$ cat config.mk
export PLATFORM = sky130hd
export DESIGN_NAME = openhw_immgen_fuse
export DESIGN_NICKNAME = d
export VERILOG_FILES = /design/src/rtl/cvw_pkg.sv /design/src/rtl/openhw_immdec.sv /design/src/rtl/openhw_immgen_fuse.sv
export SDC_FILE = /design/constraint.sdc
export NUM_CORES = 1
export LEC_CHECK = 0
export ABC_AREA = 1
export BUFFER_PORTS_ARGS = -buffer_cell sky130_fd_sc_hd__buf_2
export CAP_MARGIN = 20
export CORE_MARGIN = 2
export CORE_UTILIZATION = 25
export CTS_CLUSTER_DIAMETER = 150
export CTS_CLUSTER_SIZE = 25
export DETAILED_ROUTE_END_ITERATION = 6
export HOLD_SLACK_MARGIN = 0.03
export SYNTH_ARGS = -nofsm -noshare
export SYNTH_HDL_FRONTEND = slang
export SYNTH_HIERARCHICAL = 1
export SYNTH_SLANG_ARGS = --single-unit
$ cat constraint.sdc
create_clock -name clk -period 5.8 [get_ports clk]
set_clock_uncertainty 0.15 [all_clocks]
set_input_delay 1.16 -clock clk [delete_from_list [all_inputs] [get_ports clk]]
set_output_delay 1.16 -clock clk [all_outputs]
set_load 0.05 [all_outputs]
$ cat src/rtl/cvw_pkg.sv
// Shared configuration and encodings for the D->E immediate path.
// The config struct carries only the fields this slice uses.
package cvw;

   typedef struct packed {
      int   XLEN;
      logic A_SUPPORTED;
   } cvw_t;

   localparam cvw_t CVW_RV64 = '{XLEN: 64, A_SUPPORTED: 1'b1};
   localparam cvw_t CVW_RV32 = '{XLEN: 32, A_SUPPORTED: 1'b0};

   localparam logic [2:0] IMM_I     = 3'b000;
   localparam logic [2:0] IMM_S     = 3'b001;
   localparam logic [2:0] IMM_B     = 3'b010;
   localparam logic [2:0] IMM_J     = 3'b011;
   localparam logic [2:0] IMM_U     = 3'b100;
   localparam logic [2:0] IMM_RSV   = 3'b101;
   localparam logic [2:0] IMM_UIMM  = 3'b110;
   localparam logic [2:0] IMM_SHAMT = 3'b111;

   localparam logic [6:0] OP_LUI    = 7'b0110111;
   localparam logic [6:0] OP_IMM    = 7'b0010011;

   typedef enum logic {
      IDLE = 1'b0,
      PEND = 1'b1
   } immfuse_state_t;

endpackage

$ cat src/rtl/openhw_immdec.sv
// Combinational immediate format decoder: instruction bits [31:7] plus format
// select to an XLEN-wide immediate. Undefined selects decode to zero.
module openhw_immdec
   import cvw::*;
#(
   parameter int XLEN = 64
) (
   input  logic [31:7]     instr,
   input  logic [2:0]      immsrc,
   output logic [XLEN-1:0] imm
);

   always_comb begin
      imm = '0;
      case (immsrc)
         IMM_I:     imm = XLEN'($signed(instr[31:20]));
         IMM_S:     imm = XLEN'($signed({instr[31:25], instr[11:7]}));
         IMM_B:     imm = XLEN'($signed({instr[31], instr[7], instr[30:25], instr[11:8], 1'b0}));
         IMM_J:     imm = XLEN'($signed({instr[31], instr[19:12], instr[20], instr[30:21], 1'b0}));
         IMM_U:     imm = XLEN'($signed({instr[31:12], 12'h000}));
         IMM_RSV:   imm = '0;
         IMM_UIMM:  imm = XLEN'(instr[19:15]);
         // RV32 shift amounts are 5 bits; bit 25 belongs to funct7 there
         IMM_SHAMT: imm = (XLEN == 64) ? XLEN'(instr[25:20]) : XLEN'(instr[24:20]);
         default:   imm = '0;
      endcase
   end

endmodule

$ cat src/rtl/openhw_immgen_fuse.sv
// Registered D->E immediate generator with LUI rd / ADDI rd,rd,imm fusion.
//   state | meaning
//   IDLE  | no LUI held; valid D instructions pass straight to E
//   PEND  | LUI U-immediate and rd held, waiting for a matching ADDI
module openhw_immgen_fuse
   import cvw::*;
#(
   parameter cvw_t P       = CVW_RV64,
   parameter int   FUSE_EN = 1,
   parameter int   TIMEOUT = 2
) (
   input  logic              clk,
   input  logic              reset_n,
   input  logic [31:0]       InstrD,
   input  logic              ValidD,
   input  logic [2:0]        ImmSrcD,
   input  logic              StallE,
   input  logic              FlushE,
   output logic [P.XLEN-1:0] ImmExtE,
   output logic              ValidE,
   output logic              FusedE,
   output logic              FuseAckD,
   output logic              StallReqD
);

   localparam int XLEN = P.XLEN;

   immfuse_state_t  state, state_n;
   logic [XLEN-1:0] imm_d, uimm_d, iimm_d;
   logic [XLEN-1:0] pend_imm, pend_imm_n;
   logic [4:0]      pend_rd, pend_rd_n;
   logic [2:0]      cnt, cnt_n, cnt_inc;
   logic [XLEN-1:0] imm_e_n;
   logic            valid_e_n, fused_e_n, e_en;
   logic            is_lui, is_match;

   openhw_immdec #(.XLEN(XLEN)) u_immdec (
      .instr  (InstrD[31:7]),
      .immsrc (ImmSrcD),
      .imm    (imm_d)
   );

   // Fusion operands come straight from the instruction, independent of ImmSrcD
   assign uimm_d  = XLEN'($signed({InstrD[31:12], 12'h000}));
   assign iimm_d  = XLEN'($signed(InstrD[31:20]));
   assign cnt_inc = cnt + 3'd1;

   assign is_lui   = ValidD && (InstrD[6:0] == OP_LUI) && (InstrD[11:7] != 5'd0)
                     && (FUSE_EN != 0);
   assign is_match = ValidD && (InstrD[6:0] == OP_IMM) && (InstrD[14:12] == 3'b000)
                     && (InstrD[11:7] == pend_rd) && (InstrD[19:15] == pend_rd);

   always_comb begin
      state_n    = state;
      pend_imm_n = pend_imm;
      pend_rd_n  = pend_rd;
      cnt_n      = cnt;
      e_en       = 1'b0;
      imm_e_n    = '0;
      valid_e_n  = 1'b0;
      fused_e_n  = 1'b0;
      FuseAckD   = 1'b0;
      StallReqD  = 1'b0;
      if (reset_n) begin
         if (FlushE) begin
            e_en    = 1'b1;
            state_n = IDLE;
            cnt_n   = '0;
         end else if (!StallE) begin
            e_en = 1'b1;
            case (state)
               IDLE: begin
                  if (is_lui) begin
                     pend_imm_n = uimm_d;
                     pend_rd_n  = InstrD[11:7];
                     cnt_n      = '0;
                     state_n    = PEND;
                  end else if (ValidD) begin
                     imm_e_n   = imm_d;
                     valid_e_n = 1'b1;
                  end
               end
               PEND: begin
                  if (is_match) begin
                     imm_e_n   = pend_imm + iimm_d;
                     valid_e_n = 1'b1;
                     fused_e_n = 1'b1;
                     FuseAckD  = 1'b1;
                     state_n   = IDLE;
                  end else if (ValidD) begin
                     imm_e_n   = pend_imm;
                     valid_e_n = 1'b1;
                     StallReqD = 1'b1;
                     state_n   = IDLE;
                  end else begin
                     cnt_n = cnt_inc;
                     if (cnt_inc == 3'(TIMEOUT)) begin
                        imm_e_n   = pend_imm;
                        valid_e_n = 1'b1;
                        state_n   = IDLE;
                     end
                  end
               end
            endcase
         end
      end
   end

   always_ff @(posedge clk) begin
      if (!reset_n) begin
         state    <= IDLE;
         cnt      <= '0;
         pend_imm <= '0;
         pend_rd  <= '0;
         ImmExtE  <= '0;
         ValidE   <= 1'b0;
         FusedE   <= 1'b0;
      end else begin
         state    <= state_n;
         cnt      <= cnt_n;
         pend_imm <= pend_imm_n;
         pend_rd  <= pend_rd_n;
         if (e_en) begin
            ImmExtE <= imm_e_n;
            ValidE  <= valid_e_n;
            FusedE  <= fused_e_n;
         end
      end
   end

endmodule

== Word level (Yosys, flattened, before mapping) ==
Index checks and enable logic that the tools add are counted.

* Flip-flop bits (word level): 95
* Output and inout port bits: 68
* Logic and storage cells: 79
* Input bits: 40

* Reduce and logical (&&, ||, !) cells: 12
* $add $sub $neg: 2
* Eq/ne operators: 15
* Bitwise gates (word level): 4
* Mux-type cells: 39

{| class="wikitable"
|+ Operators with widths
! operator !! number
|-
| 64-bit case mux with 8 select lines || 1
|-
| 64-bit 2-to-1 mux || 7
|-
| 64-bit case mux with 2 select lines || 1
|-
| 32-bit by 12-bit adder with 33-bit output || 1
|-
| 1-bit 2-to-1 mux || 24
|-
| 3-bit equality test (second input constant) || 4
|-
| 5-bit equality test || 2
|-
| 3-bit by 2-bit equality test with 1-bit output (second input constant) || 3
|-
| 3-bit 2-to-1 mux || 3
|-
| 4-bit AND reduction || 2
|-
| 7-bit by 5-bit equality test with 1-bit output (second input constant) || 1
|-
| 7-bit by 6-bit equality test with 1-bit output (second input constant) || 1
|-
| 1-bit logical AND || 6
|-
| 3-bit logical NOT || 2
|-
| 2-bit inequality test (second input constant) || 3
|-
| 3-bit case mux with 2 select lines || 1
|-
| 5-bit nonzero test || 1
|-
| 1-bit inverter || 4
|-
| 1-bit case mux with 2 select lines || 2
|-
| 3-bit by 1-bit adder with 3-bit output (second input constant) || 1
|-
| 3-bit by 1-bit equality test with 1-bit output (second input constant) || 1
|-
| 2-bit OR reduction || 1
|}

== Logic depth before layout (Yosys ltp) ==
Gate-level depths: netlist of the first run.

* Depth in word-level cells: 10
* Gate-level depth with buffers: 17
* Gate-level depth less buffers: 17

== Cells and area by module ==
The synthesis of the first run kept the hierarchy.

{| class="wikitable"
|+ Modules (own cells, without submodules)
! module !! area an instance (sq um) !! seq. area each (sq um) !! cells an instance !! times used
|-
| openhw_immgen_fuse || 6,037.0 || 1,901.8 || 986 || 1
|-
| openhw_immdec || 684.4 || 0.0 || 126 || 1
|}

== Worst setup path before layout of the first run ==
OpenSTA, ideal clock, no wires.

* Path kind: input-to-output
* Start point: input InstrD[9]
* End point: output StallReqD
* Buffers on the path: 1
* Stages on the path: 6
* Setup slack: 1.661 ns
* Data required time: 4.490 ns
* Arrival time: 2.829 ns
* Cells stage by stage: xor2_1 -> nor2_1 -> nand3_1 -> nor2_4 -> buf_4 -> nor3_1

* Longest elaborated chain between the ends: 8

{| class="wikitable"
|+ Ends and longest elaborated chain
! element !! RTL line !! source
|-
| start, declared || openhw_immgen_fuse.sv:14 || <nowiki>input logic [31:0] InstrD,</nowiki>
|-
| 5-bit equality test || openhw_immgen_fuse.sv:51 || <nowiki>&& (InstrD[11:7] == pend_rd) && (InstrD[19:15] == pend_rd);</nowiki>
|-
| 1-bit logical AND (2 in a row) || openhw_immgen_fuse.sv:51 ||
|-
| 1-bit 2-to-1 mux || openhw_immgen_fuse.sv:84 || <nowiki>if (is_match) begin</nowiki>
|-
| 1-bit 2-to-1 mux || openhw_immgen_fuse.sv:71 || <nowiki>case (state)</nowiki>
|-
| 1-bit 2-to-1 mux || openhw_immgen_fuse.sv:69 || <nowiki>end else if (!StallE) begin</nowiki>
|-
| 1-bit 2-to-1 mux || openhw_immgen_fuse.sv:65 || <nowiki>if (FlushE) begin</nowiki>
|-
| 1-bit 2-to-1 mux || openhw_immgen_fuse.sv:64 || <nowiki>if (reset_n) begin</nowiki>
|-
| end, declared || openhw_immgen_fuse.sv:23 || <nowiki>output logic StallReqD</nowiki>
|}

Every way passes these cells.

== Final worst setup path of the first run ==
* Start point: input reset_n
* End point: output FuseAckD

* Longest elaborated chain between the ends: 1

{| class="wikitable"
|+ Ends and longest elaborated chain
! element !! RTL line !! source
|-
| start, declared || openhw_immgen_fuse.sv:13 || <nowiki>input logic reset_n,</nowiki>
|-
| 1-bit 2-to-1 mux || openhw_immgen_fuse.sv:64 ||
|-
| end, declared || openhw_immgen_fuse.sv:22 || <nowiki>output logic FuseAckD,</nowiki>
|}

Every way passes these cells.

==> results of run 1 <==
## Yosys cell counts (2+ instances only)
cell type / n / area share, %
a21oi_1: 98 / 7.3
a31oi_1: 12 / 1.1
and2_1: 2 / 0.19
buf_2: 7 / 0.52
buf_4: 34 / 3.8
buf_6: 11 / 1.8
clkbuf_1: 29 / 1.6
dfxtp_1: 95 / 28
ha_1: 22 / 4.1
inv_1: 96 / 5.4
inv_2: 4 / 0.22
nand2_1: 342 / 19
nand2_2: 2 / 0.19
nand2_4: 2 / 0.34
nand3_1: 69 / 5.1
nand3_2: 2 / 0.30
nand3b_1: 6 / 0.67
nand4_1: 13 / 1.2
nor2_1: 160 / 8.9
nor2_2: 4 / 0.37
nor2_4: 3 / 0.50
nor3_1: 9 / 0.67
o211ai_1: 2 / 0.22
o21ai_0: 24 / 1.8
o21ai_1: 35 / 2.6
o21bai_1: 4 / 0.45
or2_2: 7 / 0.65
xnor2_1: 4 / 0.52
xor2_1: 4 / 0.52
## metrics by stage
stage	worst slack, ps	hold WS (ps)	power (W)	instances
global route	889.8	329.9	0.001572	1502
finish	1090	312.4	0.001505	1503
CTS	1105	314.7	0.001521	1501
detailed placement	1105	302.2	0.0009015	1485
floorplan	1661	291.4	0.0008507	1112
global placement	1171	300.0	0.0009015	1485
## flip-flops by register name, summed over array words and instances (netlist names)
| register | cells |
|---|---|
| ImmExtE | 64 |
| pend_rd | 5 |
| FusedE | 1 |
| cnt | 3 |
| state | 1 |
| pend_imm | 20 |
| ValidE | 1 |
## power breakdown
| part | switching, W | leakage [nW] | total, W | internal, W |
|---|---|---|---|---|
| combinational | 0.000161 | 2.49 | 0.000223 | 0.0000618 |
| sequential | 0.00000601 | 0.767 | 0.000665 | 0.000659 |
| clock | 0.000301 | 0.149 | 0.000617 | 0.000316 |
## cell type report
class                      instances  area [um^2]
multi-input combinational        836         3936
sequential                        95         1903
antenna                            2        5.005
clock buffer                      10        239.0
tap                              341        426.7
fill                            2974        19120
inverter                         100        375.4
clock inverter                     6        60.06
timing repair buffer             113        580.6
## per-layer routing
layer | vias up | part of all wire [%]
met3 | 25 | 6.2
li1 | 3619 | -
met5 | - | 0
met2 | 220 | 44
met4 | 0 | 1.4
met1 | 3168 | 49
## final timing paths
kind	from	endpoint	slack, ps	depth (start not counted)
setup reg to reg	pend_imm[12]$_SDFFE_PN0P_	ImmExtE[63]$_SDFFE_PN0P_	2920	15
setup / recovery	reset_n	FuseAckD	1090	8
hold / removal	ImmExtE[41]$_SDFFE_PN0P_	ImmExtE[41]$_SDFFE_PN0P_	310	2
hold reg to reg	ImmExtE[41]$_SDFFE_PN0P_	ImmExtE[41]$_SDFFE_PN0P_	310	2
## worst max-delay path: stages
cell and delay, ps:
buf_2 470, inv_2 90, nor2_2 170, inv_1 100, nor2_2 460, inv_1 190, nor2_4 400, buf_2 350
## logic make-up after synthesis
kind of cell | after synthesis | synth area share, %
flip-flops | 95 | 28.29
adder cells (fa/ha/maj) | 23 | 4.393
buffers and inverters | 181 | 13.37
XOR/XNOR | 8 | 1.042
AND/OR/NAND/NOR | 625 | 38.70
AO/OA/AOI/OAI | 180 | 14.20
==> out/results.ini, run 1 <==
[cts]
cts_buffers=9
cts_tree=done
cts_buffer_depth=2
clkLatencyLatePin_ps=360
cts.repair.resized=0
cts-hold-fix-buffers=0
htree_levels=3
clkTransAtPathRegs_ps=70
cts_root_buf=clkbuf_16
numClockSinks=95
cts_setup_buffers=0

[logic_synthesis]
ys_ff_latch=95
synthArstFlopShare_pct=0
syn_area_um2=6721
ys_types=39
synth_seq_area_share_pct=28.29
yosys_warnings=6
synthCells=1112
synth_edf_count=0
syn_nets=1175
synth_area_per_cell_um2=6.044
ys.flop_type=dfxtp_1

[worst_setup_path]
critPathCaptureType=output pin
criticalPathCategory=in2out
crit_path_start_kind=input port
arrival_ps=3400
required_ps=4490
worstPathMaxFanout=27

[cells_and_area]
syn_to_final_growth_pct=11.97
drive_gt1_share_pct=13.88
final_cell_mix=342 x nand2_1, 160 x nor2_1, 107 x buf_2, 97 x a21oi_1, 95 x inv_1
fin_area_um2=7526
final_util_pct=28.24
nets=1218
layout_commonest_cell=nand2_1

[die]
pin_count=108
die_x_um=168.0
rows=60
start_util_pct=25.22
core_area_um2=26650
die_area_um2=28210
die_height_um=168.0

[global_routing]
antenna_found_initial=2
grt_pass1_vias=6347
grt-ovfl-total=0
grt_max_degree=66
grt_use_total_pct=15.03
met2_usage_pct=23.46
grt_use_met3_pct=2.868
busiest_layer=met2
globalRouteMet1Util_pct=21.30
grt_pass1_wl_um=34020

[power]
powerDensity_nw_per_um2=199.9
peakVddDrop_uv=108.3
p_leak_nw=3.402

[sta]
hold_viol_final=0
rsz0062_at_grt=no
report.final.setup_viol=0
slew_headroom_pct=49.80
slew_violations=0
fmax_mhz=212.3
worst_pin_slew_ps=753.0
fin_crit_ps=4710
fin_tns_setup_ps=0
fin_crit_sh_pct=81.20

[detailed_routing]
drtAntennaViolNets=0
num_vias=7032
drcViolationCount=0
drt-initial-drc-count=706
viasPerCell=4.679
routed_wl_um=21320
first_pass_iters=5
post_drt_wl_per_cell_um=14.19

[hold_path]
hp-class=reg2reg

[placement]
hpwl_um=15830
placed_area_um2=7222
gp_congestion=0.9317
place.port_buffers=107

[flow_run]
cap_violations=0

[run_status]
status=finished, final reports clean

(Power assumes the default switching activity.)
==> run 2, diff against run 1 <==
==> constraint.sdc (replaced) <==
create_clock -name clk -period 4.7 [get_ports clk]
set_clock_uncertainty 0.15 [all_clocks]
set_input_delay 0.94 -clock clk [delete_from_list [all_inputs] [get_ports clk]]
set_output_delay 0.94 -clock clk [all_outputs]
set_load 0.05 [all_outputs]
==> run 2 against run 1 <==
  * Non-clock buffer count up 7
  * First-iteration DRC count down 18%
  * Final cell count up 0.40%
  * Worst hold slack about the same
  * Clock-buffer cell count down 1
  * Sequential power up 23%
  * Routed wire length up 3.3%
  * Combinational power up 26%
  * Die area unchanged
  * Power up 23%
  * Critical endpoint unchanged
  * Highest routed layer unchanged
==> out/results.ini, run 2 (synthesized netlist as in run 1, its figures left out) <==
[run_status]
status=finished, final reports clean

[cells_and_area]
syn_to_final_growth_pct=12.57
n_fill_cell=2997  ; +0.77%
drive_gt1_share_pct=14.40  ; +0.52 points
largest_reg_flops=64  ; unchanged
nets=1225  ; +0.57%
regMostFlops=ImmExtE
fin_area_um2=7566  ; +0.53%
layout_commonest_cell=nand2_1
final_cell_mix=342 x nand2_1, 160 x nor2_1, 107 x buf_2, 97 x a21oi_1, 95 x inv_1
regArea_um2=1903  ; unchanged
multiInputGateArea_um2=3936  ; unchanged
biggestRegsByFlops=ImmExtE: 64 flops, pend_imm: 20 flops, pend_rd: 5 flops

[sta]
slew_violations=0  ; unchanged
fin_tns_setup_ps=0  ; unchanged
hold_viol_final=0  ; unchanged
hold_ws_ps=312.9  ; +0.4330 ps
slew_headroom_pct=48.71  ; -1.1 points
fin_crit_ps=3587
fin_crit_sh_pct=76.32
report.final.setup_viol=0  ; unchanged
worst_pin_slew_ps=766.4  ; +13.41 ps
fin_ws_ps=1113  ; +22.80 ps
rsz0062_at_grt=no
fmax_mhz=278.8

[placement]
dpl_worst_slack_ps=1013  ; -92.74 ps
place.port_buffers=107  ; unchanged
placed_area_um2=7274  ; +0.73%
gp_congestion=0.9164  ; -1.6%
hpwl_um=16320  ; +3.2%

[hold_path]
hold_depth=2  ; unchanged
hold_path_end=ImmExtE[20]$_SDFFE_PN0P_
hold_path_startpoint=ImmExtE[20]$_SDFFE_PN0P_
hp-class=reg2reg

[worst_setup_path]
required_ps=3610  ; -880 ps
criticalPathCategory=in2out
r2r_setup_slack_ps=1980  ; -940 ps
critPathCaptureType=output pin
reg2reg_from=pend_rd[1]$_SDFFE_PN0P_
worstRegToRegCells=12  ; -3
arrival_ps=2500  ; -900 ps
crit_path_start_kind=input port
rr_endpoint=ImmExtE[37]$_SDFFE_PN0P_
worstPathMaxFanout=10  ; -63%

[die]
die_height_um=168.0  ; unchanged
die_area_um2=28210  ; unchanged
rows=60  ; unchanged
start_util_pct=25.22  ; unchanged
die_x_um=168.0  ; unchanged
core_area_um2=26650  ; unchanged
pin_count=108  ; unchanged

[power]
p_sw_w=0.0005873  ; +25%
seqPwrFrac_pct=44.3  ; about the same
swShare_pct=31.75  ; +0.60 points
peakVddDrop_uv=162.4  ; +50%
p_leak_nw=3.424  ; +0.64%
powerDensity_nw_per_um2=244.5  ; +22%
p_int_w=0.001262  ; +22%
p_comb_share_pct=15.2  ; +0.4 points
power_w=0.001850  ; +23%
clkPwrFrac_pct=40.5  ; -0.5 points

[global_routing]
antenna_found_initial=1  ; -1
grt_pass1_vias=6542  ; +3.1%
grt_max_degree=66  ; unchanged
grt-ovfl-total=0  ; unchanged
grt_use_total_pct=15.71  ; +0.68 points
grt_pass1_wl_um=35580  ; +4.6%

[cts]
htree_levels=3  ; unchanged
cts_tree=done
clkTransAtPathRegs_ps=70  ; about the same
cts_root_buf=clkbuf_16
clkLatencyLatePin_ps=360  ; about the same
cts.repair.resized=0  ; unchanged
cts-hold-fix-buffers=0  ; unchanged
cts_buffer_depth=2  ; unchanged
numClockSinks=95  ; unchanged
cts_buffers=9  ; unchanged
cts_setup_buffers=0  ; unchanged

[detailed_routing]
routed_wl_um=22020  ; +3.3%
drcViolationCount=0  ; unchanged
post_drt_wl_per_cell_um=14.60  ; +2.9%
num_vias=7124  ; +1.3%
drtAntennaViolNets=0  ; unchanged
drt-initial-drc-count=577  ; -18%
viasPerCell=4.721  ; +0.91%
first_pass_iters=5  ; unchanged

[flow_run]
cap_violations=0  ; unchanged

## run 2: worst max-delay path by stage
stage	depth (start not counted)	from	endpoint	slack [ps]
finish	10	InstrD[8]	FuseAckD	1110
detailed placement	16	InstrD[31]	ImmExtE[47]$_SDFFE_PN0P_	1010
CTS	10	InstrD[8]	FuseAckD	1140
floorplan	6	InstrD[9]	StallReqD	1000
global route	8	FlushE	StallReqD	1040
global placement	16	InstrD[31]	ImmExtE[52]$_SDFFE_PN0P_	1050
## run 2: final cells by class
type                    count  share of cell area [%]
diodes                      1                 0.03307
clock buffers               9                   2.977
clock inverters             7                  0.8434
inverters                 100                   4.961
multi-input cells         836                   52.03
flip-flops and latches     95                   25.15
well taps                 341                   5.639
repair buffers            120                   8.368
## run 2: critical path, cell delays in order
cell	delay, ps
buf_2	160
inv_1	100
o21ai_1	140
nand2_1	70
nor2_1	120
nand3_1	160
nor2_4	200
nand2_4	160
nor2_4	160
buf_2	290
## run 2: power by group through the flow
stage / sequential, W / clock [W] / combinational [W]
2_1_floorplan: 0.000863 / 0 / 0.000186
3_3_place_gp: 0.000839 / 0 / 0.000277
3_5_place_dp: 0.000839 / 0 / 0.000278
4_1_cts: 0.000820 / 0.000770 / 0.000279
5_1_grt: 0.000822 / 0.000796 / 0.000312
6_report: 0.000820 / 0.000749 / 0.000281
## run 2: through the flow
| step | cells | util, % |
|---|---|---|
| 3_3_place_gp | 1492 | 27.30 |
| 3_5_place_dp | 1492 | 27.30 |
| 4_1_cts | 1508 | 28.38 |
| 5_1_grt | 1508 | 28.38 |
| 2_1_floorplan | 1112 | - |
| 6_report | 1509 | 28.39 |
## run 2: routing by layer
metal | global-route usage (%) | up-vias | routed length, um | share of wire (%)
li1 | - | 3630 | - | -
met1 | 23.01 | 3277 | 10930 | 50
met2 | 23.48 | 196 | 9404 | 43
met3 | 3.244 | 21 | 1398 | 6.3
met4 | 3.705 | 0 | 294 | 1.3
met5 | 0 | - | 0 | 0
==> run 3, diff against run 2 <==
==> constraint.sdc (replaced) <==
create_clock -name clk -period 3.1 [get_ports clk]
set_clock_uncertainty 0.15 [all_clocks]
set_input_delay 0.62 -clock clk [delete_from_list [all_inputs] [get_ports clk]]
set_output_delay 0.62 -clock clk [all_outputs]
set_load 0.05 [all_outputs]
==> run 3 against run 2 <==
  * First-iteration DRC count grew 11%
  * Critical path depth is the same
  * Flip-flop and latch count is the same
  * Clock power grew 64%
  * Core utilization grew 0.42 points
  * Worst hold slack lost 1.8 ps
  * Power grew 57%
  * Register-to-register slack lost 1300 ps
  * Sequential power grew 51%
  * Sequential share of layout area shrank 0.37 points
  * Global-route usage shrank 0.56 points
  * Final cell count grew 0.27%
==> out/results.ini, run 3 (synthesized netlist as in run 1, its figures left out) <==
[cts]
cts.repair.resized=0  ; unchanged
cts_buffers=9  ; unchanged
cts_root_buf=clkbuf_16
clkTransAtPathRegs_ps=60  ; about the same
cts_buffer_depth=2  ; unchanged
cts-hold-fix-buffers=0  ; unchanged
cts_tree=done
numClockSinks=95  ; unchanged
cts_setup_buffers=0  ; unchanged
clkLatencyLatePin_ps=360  ; about the same
htree_levels=3  ; unchanged

[cells_and_area]
biggestRegsByFlops=ImmExtE: 64 flops, pend_imm: 20 flops, pend_rd: 5 flops
drive_gt1_share_pct=14.69  ; +0.29 points
final_cell_mix=342 x nand2_1, 160 x nor2_1, 107 x buf_2, 97 x a21oi_1, 95 x inv_1
multiInputGateArea_um2=3936  ; unchanged
n_fill_cell=2961  ; -1.2%
regMostFlops=ImmExtE
nets=1229  ; +0.33%
regArea_um2=1903  ; unchanged
layout_commonest_cell=nand2_1
largest_reg_flops=64  ; unchanged
syn_to_final_growth_pct=14.24
fin_area_um2=7679  ; +1.5%

[sta]
worst_pin_slew_ps=761.2  ; -5.221 ps
slew_headroom_pct=49.25  ; +0.54 points
report.final.setup_viol=0  ; unchanged
hold_viol_final=0  ; unchanged
fin_crit_sh_pct=94.93
fmax_mhz=339.8
slew_violations=0  ; unchanged
fin_crit_ps=2943
fin_tns_setup_ps=0  ; unchanged
rsz0062_at_grt=no

[detailed_routing]
routed_wl_um=21600  ; -1.9%
num_vias=7020  ; -1.5%
drcViolationCount=0  ; unchanged
first_pass_iters=5  ; unchanged
drt-initial-drc-count=639  ; +11%
drtAntennaViolNets=0  ; unchanged
post_drt_wl_per_cell_um=14.28  ; -2.2%
viasPerCell=4.640  ; -1.7%

[run_status]
status=finished, final reports clean

[placement]
place.port_buffers=107  ; unchanged
placed_area_um2=7355  ; +1.1%
hpwl_um=16160  ; -1.0%
gp_congestion=0.9337  ; +1.9%

[die]
die_x_um=168.0  ; unchanged
start_util_pct=25.22  ; unchanged
core_area_um2=26650  ; unchanged
pin_count=108  ; unchanged
die_area_um2=28210  ; unchanged
die_height_um=168.0  ; unchanged
rows=60  ; unchanged

[power]
powerDensity_nw_per_um2=379.0  ; +55%
peakVddDrop_uv=298.4  ; +84%
p_leak_nw=3.490  ; +1.9%

[worst_setup_path]
crit_path_start_kind=input port
critical_path.startpoint=InstrD[10]
critPathCaptureType=output pin
arrival_ps=2170  ; -330 ps
required_ps=2330  ; -1280 ps
reg2reg_from=pend_imm[12]$_SDFFE_PN0P_
r2r_setup_slack_ps=640  ; -1340 ps
criticalPathCategory=in2out
worstPathMaxFanout=10  ; unchanged

[global_routing]
busiest_layer=met2
grt_pass1_vias=6298  ; -3.7%
globalRouteMet1Util_pct=21.68  ; -1.3 points
met2_usage_pct=23.55  ; +0.072 points
antenna_found_initial=1  ; unchanged
grt_pass1_wl_um=34070  ; -4.3%
grt_max_degree=66  ; unchanged
grt_use_met3_pct=2.703  ; -0.54 points
grt-ovfl-total=0  ; unchanged
grt_use_total_pct=15.15  ; -0.56 points

[hold_path]
hp-class=reg2reg
hold_path_startpoint=ImmExtE[48]$_SDFFE_PN0P_

[flow_run]
cap_violations=0  ; unchanged

[run 3: stage by stage]
step | util, % | hold WS, ps | cells | power (W) | worst slack, ps
global placement | 27.60 | 301.8 | 1496 | 0.001701 | 103.6
finish | 28.81 | 311.1 | 1513 | 0.002910 | 157.3
CTS | 28.80 | 314.1 | 1512 | 0.002938 | 147.4
floorplan | - | 291.4 | 1112 | 0.001592 | 41.39
global route | 28.80 | 327.0 | 1512 | 0.003042 | 26.16
detailed placement | 27.60 | 303.4 | 1496 | 0.001702 | 150.8
[run 3: layer usage]
layer | share of wire, % | wire (um) | up-vias
met5 | 0 | 0 | -
met2 | 44 | 9448 | 188
met3 | 5.5 | 1180 | 30
met4 | 1.5 | 329 | 0
li1 | - | - | 3637
met1 | 49 | 10650 | 3165
[run 3: report_power, final]
group          switching [W]  total [W]  internal [W]
sequential        0.00000809    0.00124       0.00123
combinational       0.000309   0.000436      0.000127
clock               0.000523    0.00123      0.000711
[run 3: worst max-delay path: stages]
cell and delay, ps:
buf_2 160, inv_1 50, nand2_1 90, nand2_1 100, nor4_1 170, nand3_1 180
nor2_4 190, nand2_4 140, nor2_4 170, buf_2 300
[run 3: worst paths after layout]
| path | to | cells past startpoint |
|---|---|---|
| max | FuseAckD | 10 |
| min | ImmExtE[48]$_SDFFE_PN0P_ | 2 |
| max reg2reg | ImmExtE[47]$_SDFFE_PN0P_ | 16 |
| min reg2reg | ImmExtE[48]$_SDFFE_PN0P_ | 2 |
[run 3: layout make-up]
cell class | count | area share (%)
Clock inverter | 7 | 1.255
Clock buffer | 9 | 2.933
Tap cell | 341 | 5.556
Antenna cell | 1 | 0.03259
Multi-Input combinational cell | 836 | 51.26
Sequential cell | 95 | 24.78
Timing Repair Buffer | 124 | 9.288
Inverter | 100 | 4.888
